**config.mk**
```make
export PLATFORM = sky130hd
export DESIGN_NAME = flash_port_arb
export DESIGN_NICKNAME = d
export VERILOG_FILES = /design/src/rtl/flash_port_arb.sv
export SDC_FILE = /design/constraint.sdc
export NUM_CORES = 1
export LEC_CHECK = 0
export CORE_AREA = 3 3 108 110
export CTS_BUF_LIST = sky130_fd_sc_hd__clkbuf_8
export DETAILED_ROUTE_END_ITERATION = 10
export DIE_AREA = 0 0 111 113
export SLEW_MARGIN = 40
export SYNTH_ARGS = -nofsm -noshare
export SYNTH_HDL_FRONTEND = slang
export SYNTH_SLANG_ARGS = --single-unit
export TNS_END_PERCENT = 5
```
**constraint.sdc**
```tcl
create_clock -name cpu_clk -period 3.79 [get_ports cpu_clk]
set_input_delay 0.758 -clock cpu_clk [delete_from_list [all_inputs] [get_ports cpu_clk]]
set_output_delay 0.758 -clock cpu_clk [all_outputs]
set_load 0.01 [all_outputs]
```
**src/rtl/flash_port_arb.sv**
```systemverilog
// Arbitrates the single-port flash between instruction fetch (IF) and data port (DP), routing in-order read data back by owner ID.
// Optional bus lock for DP is compiled in with `define FLASH_ARB_LOCK_EN.
module flash_port_arb #(
    parameter int ADDR_W     = 32,
    parameter int DATA_W     = 32,
    parameter int MAX_OUTS   = 4,
    parameter int STARVE_MAX = 8
) (
    input  logic                  cpu_clk,
    input  logic                  cpu_rst,
    input  logic                  if_req,
    input  logic [ADDR_W-1:0]     if_addr,
    output logic                  if_ready,
    output logic                  if_rvalid,
    output logic [DATA_W-1:0]     if_rdata,
    input  logic                  dp_req,
    input  logic                  dp_we,
    input  logic [ADDR_W-1:0]     dp_addr,
    input  logic [DATA_W-1:0]     dp_wdata,
    input  logic [DATA_W/8-1:0]   dp_be,
    input  logic                  dp_lock,
    output logic                  dp_ready,
    output logic                  dp_rvalid,
    output logic [DATA_W-1:0]     dp_rdata,
    output logic                  mem_req,
    output logic                  mem_we,
    output logic [ADDR_W-1:0]     mem_addr,
    output logic [DATA_W-1:0]     mem_wdata,
    output logic [DATA_W/8-1:0]   mem_be,
    input  logic                  mem_ready,
    input  logic                  mem_rvalid,
    input  logic [DATA_W-1:0]     mem_rdata,
    output logic                  arb_err
);
    localparam int PTR_W = $clog2(MAX_OUTS);
    localparam int CNT_W = PTR_W + 1;
    localparam int SC_W  = $clog2(STARVE_MAX + 1);

    logic [MAX_OUTS-1:0] own_q, own_d;
    logic [PTR_W-1:0]    wr_ptr_q, wr_ptr_d, rd_ptr_q, rd_ptr_d;
    logic [CNT_W-1:0]    cnt_q, cnt_d;
    logic [SC_W-1:0]     starve_q, starve_d;
    logic                err_q, err_d;
    logic                lock_blk;

    logic full, empty, starved, if_win, win_req, win_rd, stall;
    logic mem_go, accept, push, pop, head;

`ifdef FLASH_ARB_LOCK_EN
    logic lock_q, lock_d;
    assign lock_blk = lock_q;
`else
    logic unused_lock;
    assign unused_lock = dp_lock;
    assign lock_blk    = 1'b0;
`endif

    always_comb begin
        full    = (cnt_q == CNT_W'(MAX_OUTS));
        empty   = (cnt_q == '0);
        starved = (starve_q == SC_W'(STARVE_MAX));
        if_win  = if_req & (~dp_req | starved) & ~lock_blk;
        win_req = if_win | dp_req;
        win_rd  = if_win | ~dp_we;
        stall   = full & win_rd;
        mem_go  = win_req & ~stall & ~cpu_rst;
        accept  = mem_go & mem_ready;
        push    = accept & win_rd;
        pop     = mem_rvalid & ~empty & ~cpu_rst;
        head    = own_q[rd_ptr_q];
    end

    // Request side: all outputs forced low while reset is asserted
    assign mem_req   = mem_go;
    assign mem_we    = ~cpu_rst & ~if_win & dp_we;
    assign mem_addr  = cpu_rst ? '0 : (if_win ? if_addr : dp_addr);
    assign mem_wdata = (cpu_rst | if_win) ? '0 : dp_wdata;
    assign mem_be    = (cpu_rst | if_win) ? '0 : dp_be;
    assign if_ready  = accept & if_win;
    assign dp_ready  = accept & ~if_win;

    // Response side: in-order data steered by the owner at the FIFO head
    assign if_rvalid = pop & ~head;
    assign dp_rvalid = pop & head;
    assign if_rdata  = (pop & ~head) ? mem_rdata : '0;
    assign dp_rdata  = (pop & head) ? mem_rdata : '0;
    assign arb_err   = err_q & ~cpu_rst;

    always_comb begin
        own_d    = own_q;
        wr_ptr_d = wr_ptr_q;
        rd_ptr_d = rd_ptr_q;
        cnt_d    = cnt_q + CNT_W'(push) - CNT_W'(pop);
        starve_d = starve_q;
        err_d    = err_q | (mem_rvalid & empty);
        if (push) begin
            own_d[wr_ptr_q] = ~if_win;
            wr_ptr_d        = wr_ptr_q + 1'b1;
        end
        if (pop) begin
            rd_ptr_d = rd_ptr_q + 1'b1;
        end
        if (!lock_blk) begin
            if (!if_req || if_ready) begin
                starve_d = '0;
            end else if (dp_ready && !starved) begin
                starve_d = starve_q + 1'b1;
            end
        end
    end

`ifdef FLASH_ARB_LOCK_EN
    always_comb begin
        lock_d = lock_q;
        if (dp_ready) begin
            lock_d = dp_lock;
        end
    end

    always_ff @(posedge cpu_clk) begin
        if (cpu_rst) begin
            lock_q <= 1'b0;
        end else begin
            lock_q <= lock_d;
        end
    end
`endif

    always_ff @(posedge cpu_clk) begin
        if (cpu_rst) begin
            wr_ptr_q <= '0;
            rd_ptr_q <= '0;
            cnt_q    <= '0;
            starve_q <= '0;
            err_q    <= 1'b0;
        end else begin
            wr_ptr_q <= wr_ptr_d;
            rd_ptr_q <= rd_ptr_d;
            cnt_q    <= cnt_d;
            starve_q <= starve_d;
            err_q    <= err_d;
        end
    end

    // Owner IDs are only read when the count says they are valid
    always_ff @(posedge cpu_clk) begin
        own_q <= own_d;
    end
endmodule

```
==> metrics.yaml <==
floorplan:
  start_util: 0.194
  rows: 38
  core_region_area_um2: 10800
  die_w_um: 111
  fp.dieArea_um2: 12500
  ios: 279
  die_y_um: 113
clock_tree:
  cts.sinks: 16
  cts_tree: "yes"
  cts-root-buf: "clkbuf_8"
  clockBufferDepth: 2
  cts_made_buffers: 3
  cts_setup_buffers: 0
  clk_latency_ns: 0.25
  ctsHoldBuffers: 0
  htreeDepth: 1
  cts_resized: 0
  path_clk_slew_ns: 0.06
timing:
  finalSetupTns_ns: 0
  period_share: 0.953
  skew_ns: 0.00376
  hold_viol: 0
  relSlewSlack: 0.627
  period_minus_slack_ns: 3.61
  max_clock_freq_mhz: 277
  drv_slew: 0
  setup-violations-final: 0
  worst_pin_slew_ns: 0.559
  fin_ws_ns: 0.180
  rsz0062_at_grt: "no"
synthesis:
  ys.flop_type: "dfxtp_1"
  synth_warnings: 0
  ys_types: 38
  synth_edf_count: 4
  async_flop_share: 0
  synth.avg_cell_area_um2: 6.61
  synthTopCellsByArea: "and2_1 (21%), dfxtp_1 (11%), nand2_1 (11%), and3_1 (11%), a21oi_1 (8.8%)"
  syn-num-nets: 466
  seq_area_frac_synth: 0.172
  ys_top_cells_by_count: "and2_1 (70), nand2_1 (64), a21oi_1 (37), and3_1 (37), clkbuf_1 (13)"
  synth_top_area_cell: "and2_1"
  synth_top_area_frac: 0.209
  syn_inst: 317
  syn-cell-area_um2: 2090
  yosysMostFrequentCell: "and2_1"
  ys_ff_latch: 16
global_routing:
  grt_usage: 0.158
  antenna_found_initial: 0
  grt_overflow_total: 0
  first_global_vias: 3107
  grt_pass1_wl_um: 16200
  grt_max_degree: 43
min_path:
  worstHoldStart: "err_q"
  hold_class: "register to register"
  holdPathStages: 2
  holdPathEnd: "err_q"
placed_design:
  gp_congestion: 0.867
  port-buffer-count: 277
  dp_worst_setup_slack_ns: 0.146
  dpl.hpwl_um: 8880
layout:
  n_antenna_cell: 0
  fin_util: 0.470
  area_growth_pct: 142
  drive_gt1_frac: 0.0377
  num-nets-final: 733
power:
  p_leak_nw: 2.06
  ir_worst_vdd_uv: 111
  p_per_area_nw_per_um2: 195
worst_setup_path:
  crit_arrival_ns: 2.85
  cp_num_cells: 7
  cp-end-kind: "output pin"
  rr_startpoint: "starve_q[0]"
  required_ns: 3.03
  crit_family: "buffers and inverters"
  worst_setup_path_start_kind: "primary input"
  critPathMostFrequentCell: "clkdlybuf4s50_1"
  critPathKind: "primary input to output pin"
  cp_slowest_cell: "clkdlybuf4s50_1"
  crit_path_cell_trace: "clkdlybuf4s50_1 -> nand4b_2 -> nand2_2 -> buf_4 -> nand2_1 -> a21oi_1 -> clkdlybuf4s50_1"
  path_buf_inv: 3
  worstPathMaxFanout: 17
  worst_r2r_path_depth: 13
  reg2reg_to: "cnt_q[2]"
  critical_path.max_stage_delay_ns: 0.57
  ff2ff_setup_slack_ns: 1.26
routing:
  vias_per_cell: 4.38
  drc: 0
  via_count: 3164
  ant_nets: 0
  wl_per_cell_um: 14.5
  wl_um: 10500
  drtIter0Drc: 237
  dr.pass1.iters: 4
run:
  drv_cap: 0
outcome:
  status: "completed"
[kinds of logic after synthesis]
logic type / synth area share
AO/OA/AOI/OAI: 0.112
XOR/XNOR: 0.0209
adder cells (fa/ha/maj): 0.0573
buffers and inverters: 0.0705
flip-flops: 0.172
multiplexers: 0.0155
AND/OR/NAND/NOR: 0.551
[report_power, final]
part           switching, W  total [W]  internal, W
clock network     0.0000628   0.000155    0.0000923
registers         0.0000189   0.000212     0.000193
logic              0.000249   0.000622     0.000373
[layout make-up]
| type | instances | area, µm² |
|---|---|---|
| fillers | 1100 | 5720 |
| flip-flops and latches | 16 | 360 |
| repair buffers | 286 | 2860 |
| multi-input cells | 267 | 1590 |
| clock buffers | 4 | 55.1 |
| well taps | 140 | 175 |
| inverters | 10 | 40.0 |
[state kept, by name (all words and copies together) (netlist names)]
name and cells:
own_q 4, starve_q 4, cnt_q 3, rd_ptr_q 2, wr_ptr_q 2, err_q 1
[tightest hold or removal path, cell delays in order, from the launching register on]
cell and delay (ns):
dfxtp_1 0.32, a21oi_1 0.04, nor2_1 0.07
[metal layers]
metal,share of wire,track usage,routed length (µm)
met4,0.017,0.0328,173
met5,0,0,0
met3,0.099,0.0524,1040
met2,0.52,0.301,5410
met1,0.37,0.169,3860
[cells in the final DEF, fill, tap and decap left out]
cell type | netlist | layout
nand4b_1 | 1 | 1
nor2b_1 | 5 | 5
a21oi_1 | 37 | 37
o31ai_1 | 3 | 3
ha_1 | 8 | 8
nand4b_2 | 1 | 1
inv_1 | 9 | 9
clkdlybuf4s50_1 | 0 | 276
or4_1 | 1 | 1
and3b_1 | 1 | 1
nand2_2 | 1 | 1
mux2i_1 | 1 | 1
o21ba_2 | 1 | 1
nand3_1 | 5 | 5
clkbuf_8 | 0 | 4
o21ai_0 | 2 | 2
buf_12 | 0 | 2
nand3b_1 | 1 | 1
or4b_1 | 2 | 2
inv_4 | 0 | 1
mux4_2 | 1 | 1
buf_4 | 1 | 7
o21bai_1 | 1 | 1
nor2b_4 | 1 | 1
nor3_2 | 1 | 1
edfxtp_1 | 4 | 4
dfxtp_1 | 12 | 12
buf_2 | 7 | 1
fa_1 | 1 | 1
nor4bb_1 | 1 | 1
and3_1 | 37 | 37
nor3b_1 | 2 | 2
nand2b_1 | 1 | 1
nor2_1 | 11 | 11
nand2_1 | 64 | 64
xnor2_1 | 5 | 5
and2_1 | 70 | 70
nor3b_4 | 1 | 1
[stage by stage]
| step | cell area (µm²) | std cells | power [W] | hold slack [ns] |
|---|---|---|---|---|
| after floorplan | 2090 | 317 | 0.000473 | 0.429 |
| after global placement | 5020 | 719 | 0.000836 | 0.445 |
| after detailed placement | 5020 | 719 | 0.000843 | 0.461 |
| final | 5080 | 723 | 0.000989 | 0.468 |
| after CTS | 5070 | 723 | 0.00100 | 0.478 |
| after global routing | 5080 | 723 | 0.00106 | 0.524 |
[worst max-delay path by stage]
stage	startpoint	endpoint
final	if_req	mem_addr[18]
after detailed placement	dp_req	mem_addr[18]
after floorplan	dp_req	cnt_q[2]
after global routing	if_req	mem_addr[18]
after CTS	dp_req	mem_addr[18]
after global placement	dp_req	mem_addr[18]
(Power assumes the default switching activity.)
